===== src/rtl/ahb_axi_burst_encoder.sv =====
// AHB address-phase to AXI AW/AR request encoder with burst beat tracking.
// Stalls AHB via hready_out while the AXI address handshake is outstanding.
module ahb_axi_burst_encoder #(
  parameter int unsigned ADDR_W = 32
) (
  input  logic              clk,
  input  logic              rst,
  input  logic              hsel,
  input  logic [1:0]        htrans,
  input  logic [2:0]        hburst,
  input  logic [2:0]        hsize,
  input  logic [ADDR_W-1:0] haddr,
  input  logic              hwrite,
  input  logic              hready_in,
  output logic              hready_out,
  output logic              awvalid,
  input  logic              awready,
  output logic [ADDR_W-1:0] awaddr,
  output logic [3:0]        awlen,
  output logic [1:0]        awburst,
  output logic [2:0]        awsize,
  output logic              arvalid,
  input  logic              arready,
  output logic [ADDR_W-1:0] araddr,
  output logic [3:0]        arlen,
  output logic [1:0]        arburst,
  output logic [2:0]        arsize,
  output logic              burst_abort
);

  typedef enum logic [1:0] {S_IDLE, S_ADDR, S_BURST} state_t;

  localparam logic [1:0] HT_IDLE   = 2'b00;
  localparam logic [1:0] HT_NONSEQ = 2'b10;
  localparam logic [1:0] HT_SEQ    = 2'b11;
  localparam logic [2:0] HB_INCR   = 3'd1;
  localparam logic [1:0] AX_INCR   = 2'b01;
  localparam logic [1:0] AX_WRAP   = 2'b10;

  state_t            state_q, state_d;
  logic [ADDR_W-1:0] addr_q, addr_d;
  logic [3:0]        len_q, len_d;
  logic [3:0]        rem_q, rem_d;
  logic [1:0]        kind_q, kind_d;
  logic [2:0]        size_q, size_d;
  logic              write_q, write_d;
  logic              undef_q, undef_d;
  logic              awvalid_q, awvalid_d;
  logic              arvalid_q, arvalid_d;
  logic              hready_q, hready_d;
  logic              abort_q, abort_d;

  logic       accept;
  logic       ax_ready;
  logic       load;
  logic       load_single;
  logic [3:0] map_len;
  logic [1:0] map_kind;

  always_comb begin
    map_len  = 4'd0;
    map_kind = AX_INCR;
    case (hburst)
      3'd2:    begin map_len = 4'd3;  map_kind = AX_WRAP; end
      3'd3:    begin map_len = 4'd3;  map_kind = AX_INCR; end
      3'd4:    begin map_len = 4'd7;  map_kind = AX_WRAP; end
      3'd5:    begin map_len = 4'd7;  map_kind = AX_INCR; end
      3'd6:    begin map_len = 4'd15; map_kind = AX_WRAP; end
      3'd7:    begin map_len = 4'd15; map_kind = AX_INCR; end
      default: begin map_len = 4'd0;  map_kind = AX_INCR; end
    endcase
  end

  assign accept   = hsel & hready_in & hready_q & htrans[1];
  assign ax_ready = write_q ? awready : arready;

  always_comb begin
    state_d     = state_q;
    addr_d      = addr_q;
    len_d       = len_q;
    rem_d       = rem_q;
    kind_d      = kind_q;
    size_d      = size_q;
    write_d     = write_q;
    undef_d     = undef_q;
    awvalid_d   = awvalid_q;
    arvalid_d   = arvalid_q;
    hready_d    = hready_q;
    abort_d     = 1'b0;
    load        = 1'b0;
    load_single = 1'b0;

    case (state_q)
      S_IDLE: begin
        if (accept && htrans == HT_NONSEQ) load = 1'b1;
      end
      S_ADDR: begin
        if (ax_ready) begin
          awvalid_d = 1'b0;
          arvalid_d = 1'b0;
          hready_d  = 1'b1;
          state_d   = (rem_q != 4'd0 || undef_q) ? S_BURST : S_IDLE;
        end
      end
      S_BURST: begin
        if (accept && htrans == HT_NONSEQ) begin
          abort_d = !undef_q && (rem_q != 4'd0);
          load    = 1'b1;
        end else if (accept && htrans == HT_SEQ) begin
          if (undef_q) begin
            load        = 1'b1;
            load_single = 1'b1;
          end else if (rem_q != 4'd0) begin
            rem_d = rem_q - 4'd1;
            if (rem_q == 4'd1) state_d = S_IDLE;
          end
        end else if (undef_q && hsel && hready_in && htrans == HT_IDLE) begin
          state_d = S_IDLE;
        end
      end
      default: state_d = S_IDLE;
    endcase

    // An undefined-INCR SEQ beat reissues as a single-beat request, so it keeps undef set.
    if (load) begin
      addr_d    = haddr;
      size_d    = hsize;
      write_d   = hwrite;
      len_d     = load_single ? 4'd0 : map_len;
      kind_d    = load_single ? AX_INCR : map_kind;
      rem_d     = load_single ? 4'd0 : map_len;
      undef_d   = load_single | (hburst == HB_INCR);
      awvalid_d = hwrite;
      arvalid_d = !hwrite;
      hready_d  = 1'b0;
      state_d   = S_ADDR;
    end
  end

  always_ff @(posedge clk) begin
    if (rst) begin
      state_q   <= S_IDLE;
      addr_q    <= '0;
      len_q     <= '0;
      rem_q     <= '0;
      kind_q    <= AX_INCR;
      size_q    <= '0;
      write_q   <= 1'b0;
      undef_q   <= 1'b0;
      awvalid_q <= 1'b0;
      arvalid_q <= 1'b0;
      hready_q  <= 1'b1;
      abort_q   <= 1'b0;
    end else begin
      state_q   <= state_d;
      addr_q    <= addr_d;
      len_q     <= len_d;
      rem_q     <= rem_d;
      kind_q    <= kind_d;
      size_q    <= size_d;
      write_q   <= write_d;
      undef_q   <= undef_d;
      awvalid_q <= awvalid_d;
      arvalid_q <= arvalid_d;
      hready_q  <= hready_d;
      abort_q   <= abort_d;
    end
  end

  assign hready_out  = hready_q;
  assign awvalid     = awvalid_q;
  assign arvalid     = arvalid_q;
  assign awaddr      = addr_q;
  assign araddr      = addr_q;
  assign awlen       = len_q;
  assign arlen       = len_q;
  assign awburst     = kind_q;
  assign arburst     = kind_q;
  assign awsize      = size_q;
  assign arsize      = size_q;
  assign burst_abort = abort_q;

endmodule


===== config.mk =====
export PLATFORM = sky130hd
export DESIGN_NAME = ahb_axi_burst_encoder
export DESIGN_NICKNAME = d
export VERILOG_FILES = /design/src/rtl/ahb_axi_burst_encoder.sv
export SDC_FILE = /design/constraint.sdc
export NUM_CORES = 1
export LEC_CHECK = 0
export ABC_AREA = 1
export BUFFER_PORTS_ARGS = -buffer_cell sky130_fd_sc_hd__buf_2
export CAP_MARGIN = 10
export CORE_MARGIN = 2
export CORE_UTILIZATION = 44
export DETAILED_ROUTE_END_ITERATION = 8
export PLACE_DENSITY = 0.86
export SLEW_MARGIN = 5
export SYNTH_ARGS = -nofsm -noshare
export SYNTH_HDL_FRONTEND = slang
export SYNTH_SLANG_ARGS = --single-unit

===== constraint.sdc =====
create_clock -name clk -period 1.71 [get_ports clk]
set_input_delay 0.2565 -clock clk [delete_from_list [all_inputs] [get_ports clk]]
set_output_delay 0.2565 -clock clk [all_outputs]
set_load 0.1 [all_outputs]

==> results of run 1 <==
## final timing paths
kind / endpoint / depth (start not counted)
max: rem_q[2] / 9
min: araddr[23] / 3
max reg2reg: rem_q[2] / 9
min reg2reg: arlen[3] / 2
## routing by layer
metal / routed length, um / GRT usage / vias to the layer above
met5: 0 / 0 / -
met4: 80 / 0.0526 / 0
met3: 324 / 0.0368 / 10
met2: 2740 / 0.314 / 74
met1: 2420 / 0.210 / 1026
li1: - / - / 1162
## layout by cell type (no fill, tap or decap), drive strengths merged
cell type,count
o21a,1
o31ai,1
or2,4
nor2,89
buf,139
o22ai,1
o21ai,43
a211oi,1
clkinvlp,1
nand2,26
ha,2
nand4,5
dfxtp,52
inv,17
nand3,17
clkbuf,7
a21oi,7
## stage by stage
stage / setup TNS [ns] / total power [uW] / cell area (sq um)
CTS: 0 / 2770 / 2940
finish: 0 / 2750 / 2950
global placement: 0 / 2040 / 2840
global route: -0.0140 / 2860 / 2950
detailed placement: 0 / 2050 / 2840
floorplan: 0 / 1940 / 2430
## registers in the layout, summed over array words and instances (netlist names)
register     flops
burst_abort      1
arburst          2
arsize           3
arlen            3
awvalid          1
write_q          1
hready_out       1
rem_q            4
araddr          32
arvalid          1
state_q          2
undef_q          1
## area by class of cell
cell class	instances	area, sq um
Fill cell	526	2450
Sequential cell	52	1040
Multi-Input combinational cell	197	936
Timing Repair Buffer	139	726
Tap cell	72	90.1
Clock buffer	7	86.3
Inverter	17	63.8
Clock inverter	1	7.51
## worst register-to-register path: cells and delay by family (launching register included)
kind / cells / cell delay, ns
flops: 1 / 0.41
simple gates: 5 / 0.42
compound gates: 1 / 0.17
buf+inv: 2 / 0.24
fa+ha+maj: 1 / 0.23
## report_power, final
| part | switching, uW | total [uW] | internal (uW) |
|---|---|---|---|
| Combinational | 615 | 742 | 128 |
| Clock | 403 | 733 | 330 |
| Sequential | 28.1 | 1280 | 1250 |
| Total | 1050 | 2750 | 1710 |
## kinds of logic after synthesis
group           count (synthesis)  share of synthesized area
simple gates                  141                      0.259
buf+inv                        72                      0.186
compound gates                 54                      0.116
flops                          52                      0.429
fa+ha+maj                       2                     0.0103
## repair_timing
item	in CTS	in global routing
buffers inserted	0	2
endpoints found under the setup margin	0	2
hold buffers	0	0
==> flow_results.xml, run 1 <==
<?xml version="1.0" encoding="UTF-8"?>
<metrics>
  <group name="synthesis">
    <metric name="synth_top_cell_area_share" unit="">0.429</metric>
    <metric name="yosysTopAreaCell" unit="">dfxtp_1</metric>
    <metric name="post_synth_main_area_contributors" unit="">dfxtp_1, buf_4, nor2_1</metric>
    <metric name="number_of_nets_in_the_synthesized_netlist" unit="">370</metric>
    <metric name="yosysSeqAreaShare" unit="">0.429</metric>
    <metric name="synthArstFlopShare" unit="">0</metric>
    <metric name="synth.top_cells.by_count" unit="">nor2_1, dfxtp_1, buf_4, o21ai_0, nand2_1</metric>
    <metric name="yosys_most_used_dff" unit="">dfxtp_1</metric>
    <metric name="synth_area" unit="sq um">2430</metric>
    <metric name="synth_seq_cells" unit="">52</metric>
    <metric name="synthesis.yosys.warnings" unit="">0</metric>
    <metric name="post_synth_num_cell_types" unit="">27</metric>
    <metric name="syn_area_per_cell" unit="sq um">7.57</metric>
    <metric name="postSynthCellCount" unit="">321</metric>
    <metric name="yosysMostFrequentCell" unit="">nor2_1</metric>
    <metric name="synth_enable_flop_cells" unit="">0</metric>
  </group>
  <group name="clocking">
    <metric name="cts_resized" unit="">0</metric>
    <metric name="cts_root_buf" unit="">clkbuf_8</metric>
    <metric name="tritoncts" unit="">done</metric>
    <metric name="cts-root-to-sink-buffers" unit="">2</metric>
    <metric name="clkSlewWorstSetupHoldPaths" unit="ns">0.09</metric>
    <metric name="insertion_delay" unit="ns">0.30</metric>
    <metric name="clock_tree.htree_level_count" unit="">2</metric>
    <metric name="numCtsBuffers" unit="">5</metric>
    <metric name="clock_sinks" unit="">52</metric>
  </group>
  <group name="sta">
    <metric name="worstMarginPinSlew" unit="ns">0.494</metric>
    <metric name="fin_skew" unit="ns">0.00638</metric>
    <metric name="period_minus_slack" unit="ns">1.57</metric>
    <metric name="hold_violation_total_from_the_final_report" unit="">0</metric>
    <metric name="hold_slack" unit="ns">0.171</metric>
    <metric name="timing.fmax" unit="MHz">639</metric>
    <metric name="setup_slack" unit="ns">0.144</metric>
    <metric name="slew-limit-headroom" unit="">0.673</metric>
    <metric name="count_of_pins_over_their_slew_limit" unit="">0</metric>
    <metric name="report.final.setup_viol" unit="">0</metric>
    <metric name="timing.final.crit_share" unit="">0.916</metric>
  </group>
  <group name="worst_setup_path">
    <metric name="max_stage_delay" unit="ns">0.41</metric>
    <metric name="crit_buf_inv" unit="">2</metric>
    <metric name="cp_cell_sequence" unit="">inv_1 -&gt; ha_1 -&gt; nand3_1 -&gt; nor2_1 -&gt; o21ai_2 -&gt; buf_4 -&gt; nand2_1 -&gt; nor2_1 -&gt; nor2_1</metric>
    <metric name="required" unit="ns">1.91</metric>
    <metric name="reg2reg_from" unit="">rem_q[0]</metric>
    <metric name="timing.setup.critical_path_class" unit="">reg2reg</metric>
    <metric name="worst_setup_end_kind" unit="">flop</metric>
    <metric name="worst_path_dominant_cell_family" unit="">flip-flops</metric>
    <metric name="critPathLaunch" unit="">rem_q[0]</metric>
    <metric name="cp_common_cell" unit="">nor2_1</metric>
    <metric name="worstSetupStartpointType" unit="">flop</metric>
    <metric name="setup.reg_to_reg.worst_slack" unit="ns">0.14</metric>
    <metric name="critPathMaxFanout" unit="">5</metric>
    <metric name="worst-endpoint-arrival" unit="ns">1.77</metric>
    <metric name="cell_at_the_slowest_stage_of_the_critical_path" unit="">dfxtp_1</metric>
  </group>
  <group name="run">
    <metric name="cap_viol_max_count" unit="">0</metric>
  </group>
  <group name="hold_path">
    <metric name="hold_start" unit="">haddr[23]</metric>
    <metric name="worst_hold_path_type" unit="">in2reg</metric>
  </group>
  <group name="detailed_routing">
    <metric name="detail_route.iter0.violations" unit="">90</metric>
    <metric name="viasPerCell" unit="">4.68</metric>
    <metric name="route.vias.total" unit="">2272</metric>
    <metric name="detail_route.first_pass.iterations" unit="">4</metric>
    <metric name="detail-route-antenna-nets" unit="">0</metric>
    <metric name="avgRoutedWirePerCell" unit="um">11.5</metric>
    <metric name="route.final.wire_length" unit="mm">5.57</metric>
    <metric name="drc" unit="">0</metric>
  </group>
  <group name="global_route">
    <metric name="first_global_vias" unit="">1964</metric>
    <metric name="grt_max_degree" unit="">26</metric>
    <metric name="global_route.usage.total" unit="">0.175</metric>
    <metric name="grt_antenna_before_repair" unit="">0</metric>
    <metric name="global_route.overflow_total" unit="">0</metric>
    <metric name="first_pass_grt_wire_length" unit="mm">8.78</metric>
  </group>
  <group name="die">
    <metric name="die_width" unit="um">78.3</metric>
    <metric name="floorplan.core_area" unit="sq um">5410</metric>
    <metric name="boundaryPins" unit="">133</metric>
    <metric name="core.rowCount" unit="">27</metric>
    <metric name="dieHeight" unit="um">78.3</metric>
    <metric name="floorplan.initialDensity" unit="">0.449</metric>
    <metric name="floorplan.die_area" unit="sq um">6130</metric>
  </group>
  <group name="finish">
    <metric name="finish.cell_count_without_fillers" unit="">485</metric>
    <metric name="net_count_of_the_finished_layout" unit="">461</metric>
    <metric name="area_growth" unit="%">21.5</metric>
    <metric name="layout.core_utilization" unit="">0.546</metric>
    <metric name="drive_above_1_share" unit="">0.392</metric>
    <metric name="diodes" unit="">0</metric>
  </group>
  <group name="outcome">
    <metric name="status" unit="">completed</metric>
  </group>
  <group name="pwr">
    <metric name="power.leakage" unit="uW">0.00164</metric>
    <metric name="power_per_cell_area" unit="nW/um^2">933</metric>
    <metric name="power.ir.vdd_worst" unit="uV">466</metric>
  </group>
  <group name="placed_design">
    <metric name="io_buffer_count" unit="">132</metric>
    <metric name="gpl.final_weighted_congestion" unit="">0.859</metric>
    <metric name="detailed_place_hpwl" unit="mm">4.08</metric>
    <metric name="detailedPlace.worstSlack" unit="ns">0.117</metric>
    <metric name="place.detailed.instances" unit="">475</metric>
  </group>
</metrics>
No activity file was read; power rests on OpenSTA's default activity.
==> run 2: changes to the inputs <==
Settings changed: REMOVE_ABC_BUFFERS from default to 1, SETUP_SLACK_MARGIN from default to 0.2.
==> flow_results.xml, run 2 (synthesis gave the netlist of run 1 again) <==
<?xml version="1.0" encoding="UTF-8"?>
<metrics>
  <group name="worst_setup_path">
    <metric name="reg2reg_to" unit="">rem_q[2]</metric>
    <metric name="critPathLaunch" unit="">rem_q[1]</metric>
    <metric name="cp_common_cell" unit="">nor2_1</metric>
    <metric name="required" unit="ns">1.91</metric>
    <metric name="worstSetupStartpointType" unit="">flop</metric>
    <metric name="timing.setup.critical_path_class" unit="">reg2reg</metric>
    <metric name="cp_cell_sequence" unit="">inv_1 -&gt; ha_4 -&gt; nand3_2 -&gt; nor2_2 -&gt; o21ai_2 -&gt; buf_4 -&gt; nand2_1 -&gt; nor2_1 -&gt; nor2_1</metric>
    <metric name="cell_at_the_slowest_stage_of_the_critical_path" unit="">dfxtp_2</metric>
    <metric name="worst_setup_end_kind" unit="">flop</metric>
    <metric name="reg2reg_from" unit="">rem_q[1]</metric>
    <metric name="worstSetupEndpoint" unit="">rem_q[2]</metric>
    <metric name="max_stage_delay" unit="ns">0.35</metric>
    <metric name="critPathMaxFanout" unit="">5</metric>
    <metric name="worst-endpoint-arrival" unit="ns">1.66</metric>
    <metric name="setup.reg_to_reg.worst_slack" unit="ns">0.25</metric>
    <metric name="worstRegToRegCells" unit="">9</metric>
  </group>
  <group name="die">
    <metric name="boundaryPins" unit="">133</metric>
    <metric name="floorplan.initialDensity" unit="">0.449</metric>
    <metric name="floorplan.die_area" unit="sq um">6130</metric>
    <metric name="floorplan.core_area" unit="sq um">5410</metric>
    <metric name="dieHeight" unit="um">78.3</metric>
    <metric name="core.rowCount" unit="">27</metric>
    <metric name="die_width" unit="um">78.3</metric>
  </group>
  <group name="detailed_routing">
    <metric name="avgRoutedWirePerCell" unit="um">11.9</metric>
    <metric name="detail_route.iter0.violations" unit="">85</metric>
    <metric name="route.vias.total" unit="">2336</metric>
    <metric name="route.final.wire_length" unit="mm">5.79</metric>
    <metric name="detail-route-antenna-nets" unit="">0</metric>
    <metric name="drc" unit="">0</metric>
    <metric name="detail_route.first_pass.iterations" unit="">4</metric>
    <metric name="viasPerCell" unit="">4.79</metric>
  </group>
  <group name="placed_design">
    <metric name="gpl.final_weighted_congestion" unit="">0.827</metric>
    <metric name="detailed_place_hpwl" unit="mm">4.18</metric>
    <metric name="io_buffer_count" unit="">132</metric>
  </group>
  <group name="clocking">
    <metric name="clock_sinks" unit="">52</metric>
    <metric name="tritoncts" unit="">done</metric>
    <metric name="cts_root_buf" unit="">clkbuf_8</metric>
    <metric name="cts-root-to-sink-buffers" unit="">2</metric>
    <metric name="clock_tree.htree_level_count" unit="">2</metric>
    <metric name="numCtsBuffers" unit="">5</metric>
    <metric name="clkSlewWorstSetupHoldPaths" unit="ns">0.09</metric>
    <metric name="insertion_delay" unit="ns">0.30</metric>
  </group>
  <group name="run">
    <metric name="cap_viol_max_count" unit="">0</metric>
  </group>
  <group name="global_route">
    <metric name="first_pass_grt_wire_length" unit="mm">9.11</metric>
    <metric name="global_route.usage.total" unit="">0.182</metric>
    <metric name="grt_antenna_before_repair" unit="">0</metric>
    <metric name="first_global_vias" unit="">2131</metric>
    <metric name="grt_max_degree" unit="">25</metric>
    <metric name="global_route.overflow_total" unit="">0</metric>
  </group>
  <group name="finish">
    <metric name="net_count_of_the_finished_layout" unit="">464</metric>
    <metric name="mostFrequentLayoutCells" unit="">buf_2, nor2_1, dfxtp_1, o21ai_0, nand2_1</metric>
    <metric name="area_growth" unit="%">24.9</metric>
    <metric name="fillers" unit="">513</metric>
    <metric name="max_reg_flops" unit="">32</metric>
    <metric name="drive_above_1_share" unit="">0.416</metric>
    <metric name="mostFrequentLayoutCell" unit="">buf_2</metric>
    <metric name="diodes" unit="">0</metric>
  </group>
  <group name="pwr">
    <metric name="power_per_cell_area" unit="nW/um^2">969</metric>
    <metric name="power.leakage" unit="uW">0.00168</metric>
    <metric name="power.ir.vdd_worst" unit="uV">575</metric>
  </group>
  <group name="sta">
    <metric name="timing.fmax" unit="MHz">685</metric>
    <metric name="hold_violation_total_from_the_final_report" unit="">0</metric>
    <metric name="rsz0062_at_grt" unit="">false</metric>
    <metric name="hold_slack" unit="ns">0.179</metric>
    <metric name="period_minus_slack" unit="ns">1.46</metric>
    <metric name="setup_total_negative_slack" unit="ns">0</metric>
    <metric name="slew-limit-headroom" unit="">0.668</metric>
    <metric name="timing.final.crit_share" unit="">0.854</metric>
    <metric name="worstMarginPinSlew" unit="ns">0.502</metric>
    <metric name="report.final.setup_viol" unit="">0</metric>
    <metric name="fin_skew" unit="ns">0.00504</metric>
    <metric name="count_of_pins_over_their_slew_limit" unit="">0</metric>
  </group>
  <group name="hold_path">
    <metric name="hold_start" unit="">haddr[17]</metric>
    <metric name="worst_hold_path_type" unit="">in2reg</metric>
  </group>
  <group name="outcome">
    <metric name="status" unit="">completed</metric>
  </group>
</metrics>
==> run 2: worst min-delay path by stage <==
stage                      end  depth (start not counted)
floorplan             arlen[3]                          1
detailed placement     arvalid                          2
CTS                  araddr[5]                          3
global route        araddr[19]                          3
finish              araddr[17]                          3
global placement       awvalid                          2
==> run 2: repair_timing <==
action | CTS | global route
pin swaps | 1 | 2
endpoints found under the setup margin | 2 | 9
buffers inserted | 1 | 3
gates resized for setup | 1 | 12
hold buffers | 0 | 0
==> run 2: stage by stage <==
| stage | setup slack (ns) | utilization | total power, uW | std cells | cell area (sq um) |
|---|---|---|---|---|---|
| final | 0.250 | 0.561 | 2940 | 488 | 3030 |
| after global routing | 0.150 | 0.561 | 3040 | 488 | 3030 |
| after CTS | 0.226 | 0.550 | 2950 | 485 | 2970 |
| after detailed placement | 0.135 | 0.525 | 2050 | 476 | 2840 |
| after global placement | 0.215 | 0.525 | 2040 | 476 | 2840 |
| after floorplan | -1.50 | - | 1890 | 266 | 2040 |
==> run 2: final cells by class <==
type | instances | area (sq um) | area share
Timing Repair Buffer | 142 | 747 | 0.246
Clock buffer | 7 | 96.3 | 0.0318
Inverter | 17 | 63.8 | 0.0210
Clock inverter | 1 | 30.0 | 0.00990
Sequential cell | 52 | 1050 | 0.345
Tap cell | 72 | 90.1 | 0.0297
Multi-Input combinational cell | 197 | 960 | 0.316
==> run 2: metal layers <==
layer / vias up / routed length [um] / global-route usage
li1: 1168 / - / -
met1: 1053 / 2360 / 0.209
met2: 98 / 2870 / 0.331
met3: 17 / 406 / 0.0391
met4: 0 / 157 / 0.0684
met5: - / 0 / 0
==> run 2: where the power goes <==
group | internal [uW] | leakage [uW] | switching (uW)
sequential | 1250 | 0.000423 | 27.7
clock | 517 | 0.0000645 | 388
combinational | 134 | 0.00120 | 622
==> run 2: worst max-delay path, delay by kind of cell, from the launching register on <==
| family | cells | cell delay (ns) |
|---|---|---|
| compound gates | 1 | 0.23 |
| fa+ha+maj | 1 | 0.19 |
| buf+inv | 2 | 0.25 |
| flops | 1 | 0.35 |
| simple gates | 5 | 0.32 |
